==> src/rtl/adder_test_pkg.sv <==
// Shared definitions for the 16-bit adder test pattern generator and response analyzer:
// operand/sum widths, LFSR/MISR feedback taps, analyzer FSM states and the MISR step.
package adder_test_pkg;

  localparam int OP_W  = 16;
  localparam int SUM_W = 17;

  localparam int MISR_TAP0 = 15;
  localparam int MISR_TAP1 = 14;
  localparam int MISR_TAP2 = 13;
  localparam int MISR_TAP3 = 4;

  typedef enum logic [1:0] {
    ST_IDLE = 2'd0,
    ST_RUN  = 2'd1,
    ST_DONE = 2'd2
  } ora_state_t;

  // Carry-out enters through the feedback bit; the low 16 sum bits fold in after the shift.
  function automatic logic [OP_W-1:0] misr_step(input logic [OP_W-1:0] m,
                                                input logic [SUM_W-1:0] s);
    logic fb;
    fb = m[MISR_TAP0] ^ m[MISR_TAP1] ^ m[MISR_TAP2] ^ m[MISR_TAP3] ^ s[SUM_W-1];
    return {m[OP_W-2:0], fb} ^ s[OP_W-1:0];
  endfunction

endpackage

==> src/rtl/adder_ora_dly.sv <==
// Valid+data delay pipe of LATENCY register stages; LATENCY=0 is a straight wire.
// Only the valid bits are reset, so a reset discards everything in flight.
module adder_ora_dly #(
  parameter int LATENCY = 1,
  parameter int WIDTH   = 17
) (
  input  logic             clk,
  input  logic             rst,
  input  logic             in_vld,
  input  logic [WIDTH-1:0] in_dat,
  output logic             out_vld,
  output logic [WIDTH-1:0] out_dat
);

  if (LATENCY == 0) begin : gen_wire
    assign out_vld = in_vld;
    assign out_dat = in_dat;
  end else begin : gen_pipe
    logic [LATENCY-1:0] vld_q, vld_d;
    logic [WIDTH-1:0]   dat_q [LATENCY];
    logic [WIDTH-1:0]   dat_d [LATENCY];

    always_comb begin
      vld_d[0] = in_vld;
      dat_d[0] = in_dat;
      for (int i = 1; i < LATENCY; i++) begin
        vld_d[i] = vld_q[i-1];
        dat_d[i] = dat_q[i-1];
      end
    end

    always_ff @(posedge clk) begin
      if (rst) vld_q <= '0;
      else     vld_q <= vld_d;
    end

    always_ff @(posedge clk) begin
      dat_q <= dat_d;
    end

    assign out_vld = vld_q[LATENCY-1];
    assign out_dat = dat_q[LATENCY-1];
  end

endmodule

==> src/rtl/adder_ora.sv <==
// Output response analyzer for the 16-bit adder: aligns expected sums, counts patterns/errors,
// captures the first failure. Define ADDER_ORA_MISR_EN to add the 16-bit response MISR.
module adder_ora
  import adder_test_pkg::*;
#(
  parameter int PATTERNS = 128,
  parameter int LATENCY  = 1
) (
  input  logic        clk,
  input  logic        rst,
  input  logic        in_valid,
  input  logic [15:0] a,
  input  logic [15:0] b,
  input  logic [16:0] sum,
  output logic        done,
  output logic        pass,
  output logic [15:0] pat_cnt,
  output logic [15:0] err_cnt,
  output logic [15:0] first_fail_idx,
  output logic [16:0] first_fail_got,
  output logic [16:0] first_fail_exp,
  output logic        overrun,
  output logic [15:0] signature
);

  localparam logic [15:0] LAST_IDX = 16'(PATTERNS - 1);

  function automatic logic [15:0] sat_inc(input logic [15:0] v);
    return (v == 16'hFFFF) ? v : v + 16'd1;
  endfunction

  logic [SUM_W-1:0] exp_in, exp_chk;
  logic             chk_valid;

  assign exp_in = {1'b0, a} + {1'b0, b};

  adder_ora_dly #(.LATENCY(LATENCY), .WIDTH(SUM_W)) u_dly (
    .clk     (clk),
    .rst     (rst),
    .in_vld  (in_valid),
    .in_dat  (exp_in),
    .out_vld (chk_valid),
    .out_dat (exp_chk)
  );

  ora_state_t  state_q, state_d;
  logic [15:0] pat_cnt_q, pat_cnt_d;
  logic [15:0] err_cnt_q, err_cnt_d;
  logic [15:0] ff_idx_q, ff_idx_d;
  logic [16:0] ff_got_q, ff_got_d;
  logic [16:0] ff_exp_q, ff_exp_d;
  logic        overrun_q, overrun_d;
  logic        compare, mismatch;

  assign compare  = chk_valid && (state_q != ST_DONE);
  assign mismatch = compare && (sum != exp_chk);

  always_ff @(posedge clk) begin
    if (rst) state_q <= ST_IDLE;
    else     state_q <= state_d;
  end

  always_comb begin
    state_d = state_q;
    case (state_q)
      ST_IDLE, ST_RUN: if (chk_valid) state_d = (pat_cnt_q == LAST_IDX) ? ST_DONE : ST_RUN;
      ST_DONE:         state_d = ST_DONE;
      default:         state_d = ST_IDLE;
    endcase
  end

  always_comb begin
    done = (state_q == ST_DONE);
    pass = done && (err_cnt_q == 16'd0);
  end

  // Compare stage: counters and first-fail capture update one cycle after chk_valid
  always_comb begin
    pat_cnt_d = pat_cnt_q;
    err_cnt_d = err_cnt_q;
    ff_idx_d  = ff_idx_q;
    ff_got_d  = ff_got_q;
    ff_exp_d  = ff_exp_q;
    overrun_d = overrun_q;
    if (compare) pat_cnt_d = pat_cnt_q + 16'd1;
    if (mismatch) begin
      err_cnt_d = sat_inc(err_cnt_q);
      if (err_cnt_q == 16'd0) begin
        ff_idx_d = pat_cnt_q;
        ff_got_d = sum;
        ff_exp_d = exp_chk;
      end
    end
    if (chk_valid && (state_q == ST_DONE)) overrun_d = 1'b1;
  end

  always_ff @(posedge clk) begin
    if (rst) begin
      pat_cnt_q <= '0;
      err_cnt_q <= '0;
      ff_idx_q  <= '0;
      ff_got_q  <= '0;
      ff_exp_q  <= '0;
      overrun_q <= 1'b0;
    end else begin
      pat_cnt_q <= pat_cnt_d;
      err_cnt_q <= err_cnt_d;
      ff_idx_q  <= ff_idx_d;
      ff_got_q  <= ff_got_d;
      ff_exp_q  <= ff_exp_d;
      overrun_q <= overrun_d;
    end
  end

  assign pat_cnt        = pat_cnt_q;
  assign err_cnt        = err_cnt_q;
  assign first_fail_idx = ff_idx_q;
  assign first_fail_got = ff_got_q;
  assign first_fail_exp = ff_exp_q;
  assign overrun        = overrun_q;

`ifdef ADDER_ORA_MISR_EN
  logic [15:0] misr_q, misr_d;

  always_comb begin
    misr_d = misr_q;
    if (compare) misr_d = misr_step(misr_q, sum);
  end

  always_ff @(posedge clk) begin
    if (rst) misr_q <= '0;
    else     misr_q <= misr_d;
  end

  assign signature = misr_q;
`else
  assign signature = 16'h0000;
`endif

endmodule

==> config.mk <==
export PLATFORM = sky130hd
export DESIGN_NAME = adder_ora
export DESIGN_NICKNAME = d
export VERILOG_FILES = /design/src/rtl/adder_test_pkg.sv /design/src/rtl/adder_ora_dly.sv /design/src/rtl/adder_ora.sv
export SDC_FILE = /design/constraint.sdc
export NUM_CORES = 1
export LEC_CHECK = 0
export CAP_MARGIN = 20
export CORE_ASPECT_RATIO = 0.9
export CORE_UTILIZATION = 40
export CTS_BUF_LIST = sky130_fd_sc_hd__clkbuf_4 sky130_fd_sc_hd__clkbuf_8 sky130_fd_sc_hd__clkbuf_16
export CTS_CLUSTER_DIAMETER = 50
export DETAILED_ROUTE_END_ITERATION = 10
export GPL_TIMING_DRIVEN = 1
export HOLD_SLACK_MARGIN = 0.02
export PLACE_DENSITY = 0.7
export REMOVE_ABC_BUFFERS = 1
export SETUP_SLACK_MARGIN = 0.05
export SKIP_LAST_GASP = 1
export SLEW_MARGIN = 20
export SYNTH_ARGS = -nofsm -noshare
export SYNTH_HDL_FRONTEND = slang
export SYNTH_SLANG_ARGS = --single-unit
==> constraint.sdc <==
create_clock -name clk -period 2.86 [get_ports clk]
set_input_delay 0.572 -clock clk [delete_from_list [all_inputs] [get_ports clk]]
set_output_delay 0.572 -clock clk [all_outputs]
set_load 0.02 [all_outputs]
==> results by group <==
Clock tree
  • Clk slew on worst S/H paths: about 0.07 ns
  • Root cell of the clock tree: clkbuf_16
  • Clock latency on the worst-skew pair: about 0.35 ns
  • CTS tree: yes
  • CTS Sinks: between 100 and 150
  • Total CTS buffers: 9
  • Longest Clk Path Bufs: 2
  • CTS H-tree depth: 3
  • Post-CTS setup buffer count: 0

Logic synthesis
  • Unique masters post-synth: 53
  • Area share of the largest cell type after synthesis: a little over two fifths
  • Most used DFF post-synth: dfxtp_1
  • Post-synth top cells: dfxtp_1, nor2_1, mux2i_1
  • Syn avg cell area: around 9.4 sq um
  • Ys async rst share: 0%
  • Yosys synthesis warning count: 0
  • EDFF count, synth: 0
  • Largest cells by area after synthesis: dfxtp_1, mux2i_1, nor2_1
  • Most numerous cell in the Yosys netlist: dfxtp_1
  • Sequential area share after synthesis: a little over two fifths
  • Seq cells post-synth: between 100 and 150
  • Cell Area, Synth: 4920 sq um
  • Area leader, netlist: dfxtp_1
  • Post-synthesis cell count: 524

Setup path
  • Cell breakdown of the critical path: clkdlybuf4s50_1 -> ha_1 -> fa_1 -> a21o_1 -> a21oi_1 -> o211ai_1 -> nand4_1 -> o221ai_1 -> o31a_1
  • Worst-case reg-to-reg path depth: 7
  • Crit path DAT: between 2 and 3 ns
  • CP Launch Type: primary input
  • Worst Path Max Fanout: 3
  • Setup CP Type: in -> reg
  • Crit. path cell count: 9
  • Crit path max-delay family: compound AO/OA/AOI/OAI gates
  • Slowest CP cell: clkdlybuf4s50_1
  • Max incr delay on CP: around 0.40 ns
  • CP required: just over 3 ns
  • Crit end category: flip-flop
  • Worst Path Buf+Inv: 1

Outcome
  • Outcome: finished with violations
  • Violations in the final reports: DRC

Power and ir drop
  • Peak VDD IR: a little over 0.3 mV
  • Pwr/cell area: 503 nW/um^2
  • Leak: roughly 0.0029 uW

Placed design
  • I/O Buffers: 136
  • Post-DP HPWL: between 8 and 9 mm
  • Area after DPL: between 6000 and 7000 sq um
  • Gp weighted congestion: between 0.7 and 0.8

STA
  • Final period util: 88.3%
  • Final Hold Violating Endpoints: 0
  • Endpoints failing setup: 0
  • Max Clock Freq: 396 MHz
  • Worst-Margin Slew: roughly 0.66 ns
  • Fin. max-slew vios: 0
  • Max-Slew Margin vs Limit: a little under three fifths
  • RSZ-0062 raised after global routing: false
  • Clock skew: about 0.0059 ns
  • Minimum clock period: between 2 and 3 ns

Routing
  • Iter 0 DRT Violations: 217
  • Vias/cell: ~5.0
  • Antenna-violating nets left: 0
  • DRC: 1
  • Post-Route WL: ~11 mm
  • Routed WL per cell: 13.5 microns
  • Via count: about 4,100
  • Drt first pass iters: 7

Final layout
  • Layout area overhead: 36.9%
  • Nets: about 740
  • Layout cells sized above 1: between 6 and 7%
  • # fillers: approximately 1,100
  • Final instance area: 6730 sq um
  • Multi-input logic area: about 2600 sq um
  • Register area: approximately 2100 sq um
  • Final core utilization: a little under three fifths
  • ANT cells: 0

GRT
  • Met2 Usage GRT: 30.8%
  • Global-route wire length before repair: roughly 18 mm
  • Top Usage Layer GRT: met2
  • Met1 usage: approximately a fifth
  • Initial antenna violation count: 0
  • Maximum number of pins on one net before global-route repair: 64
  • Gr usage total: 17.9%
  • GR met3 Demand/Resource: roughly 4.9%
  • Vias in the first global route: ~3,900
  • Global route total overflow: 0

Min path
  • Worst hold path type: reg -> reg
  • Hold path depth: 1

Die
  • Starting Density: a little over 40%
  • Die width: approximately 120 microns
  • Core box area: around 12,000 sq um
  • I/O pins: roughly 150
  • Die Y: around 110 microns
  • Die ar.: around 13,000 sq um
  • Num rows: 38

Run
  • Max cap viols: 0
## kinds of logic after synthesis
group / after synthesis / share of synthesized area, %
other cells: 1 / 0.0763
fa+ha+maj: 20 / 5.24
compound gates: 63 / 8.40
buf+inv: 50 / 5.60
xor+xnor: 42 / 7.48
flops: 103 / 41.9
mux: 57 / 12.1
simple gates: 188 / 19.1
## cell type report
class / count / area share [%]
inverters: 15 / 0.836
clock inverters: 3 / 0.651
multi-input cells: 386 / 39.3
clock buffers: 11 / 3.66
flip-flops and latches: 103 / 30.6
well taps: 160 / 2.97
repair buffers: 148 / 21.9
## repair_timing
action,4_1_cts,5_1_grt
gates resized for setup,0,1
endpoints found under the setup margin,0,1
hold buffers,0,0
## flip-flops by register name, indices dropped and copies added (netlist names)
| name | flops |
|---|---|
| state_q | 2 |
| pat_cnt | 16 |
| first_fail_got | 17 |
| first_fail_exp | 17 |
| first_fail_idx | 16 |
| u_dly.out_dat | 17 |
| u_dly.out_vld | 1 |
| err_cnt | 16 |
| overrun | 1 |
## through the flow
step                setup TNS, ns  hold WS, ns  total power [uW]  worst slack (ns)  instances
finish                          0        0.440              3390             0.334        826
global route                    0        0.492              3550             0.234        826
CTS                             0        0.440              3430            0.0766        826
detailed placement        -0.0118        0.431              2200           -0.0118        812
global placement                0        0.423              2190            0.0179        812
floorplan                 -105.52        0.413              1950             -2.11        504
## where the power goes
part	leakage, uW	total (uW)	switching (uW)	internal [uW]
registers	0.000841	1580	59.0	1520
clock network	0.000145	1220	516	704
logic	0.00187	586	296	290
total	0.00285	3390	871	2520
## path summary, 6_finish.rpt
kind	slack [ns]	to	start
worst max register to register	0.62	err_cnt[13]	err_cnt[2]
worst max-delay path	0.33	u_dly.out_dat[16]	a[0]
worst min-delay path	0.44	state_q[0]	state_q[1]
worst min register to register	0.44	state_q[0]	state_q[1]
## cell usage in the layout, fill, tap and decap left out, drive strengths merged, types with 16 or more instances in the layout
cell / count
clkdlybuf4s50: 134
mux2i: 51
inv: 16
conb: 16
dfxtp: 103
nand2: 24
ha: 19
nor2: 77
a21oi: 27
xor2: 28
## per-layer routing
layer / share of wire (%) / vias to the layer above / wire length (microns)
li1: - / 2073 / -
met2: 48 / 137 / 5420
met4: 1.9 / 0 / 214
met3: 5.5 / 18 / 619
met1: 44 / 1915 / 4930
met5: 0 / - / 0
## worst register-to-register path: cells and delay by family, from the launching register on
family | cells | cell delay (ns)
buffers and inverters | 1 | 0.24
and+or+nand+nor | 4 | 0.76
DFF | 1 | 0.46
AOI/OAI and AO/OA | 2 | 0.70
Power figures use the tool's default switching activity.
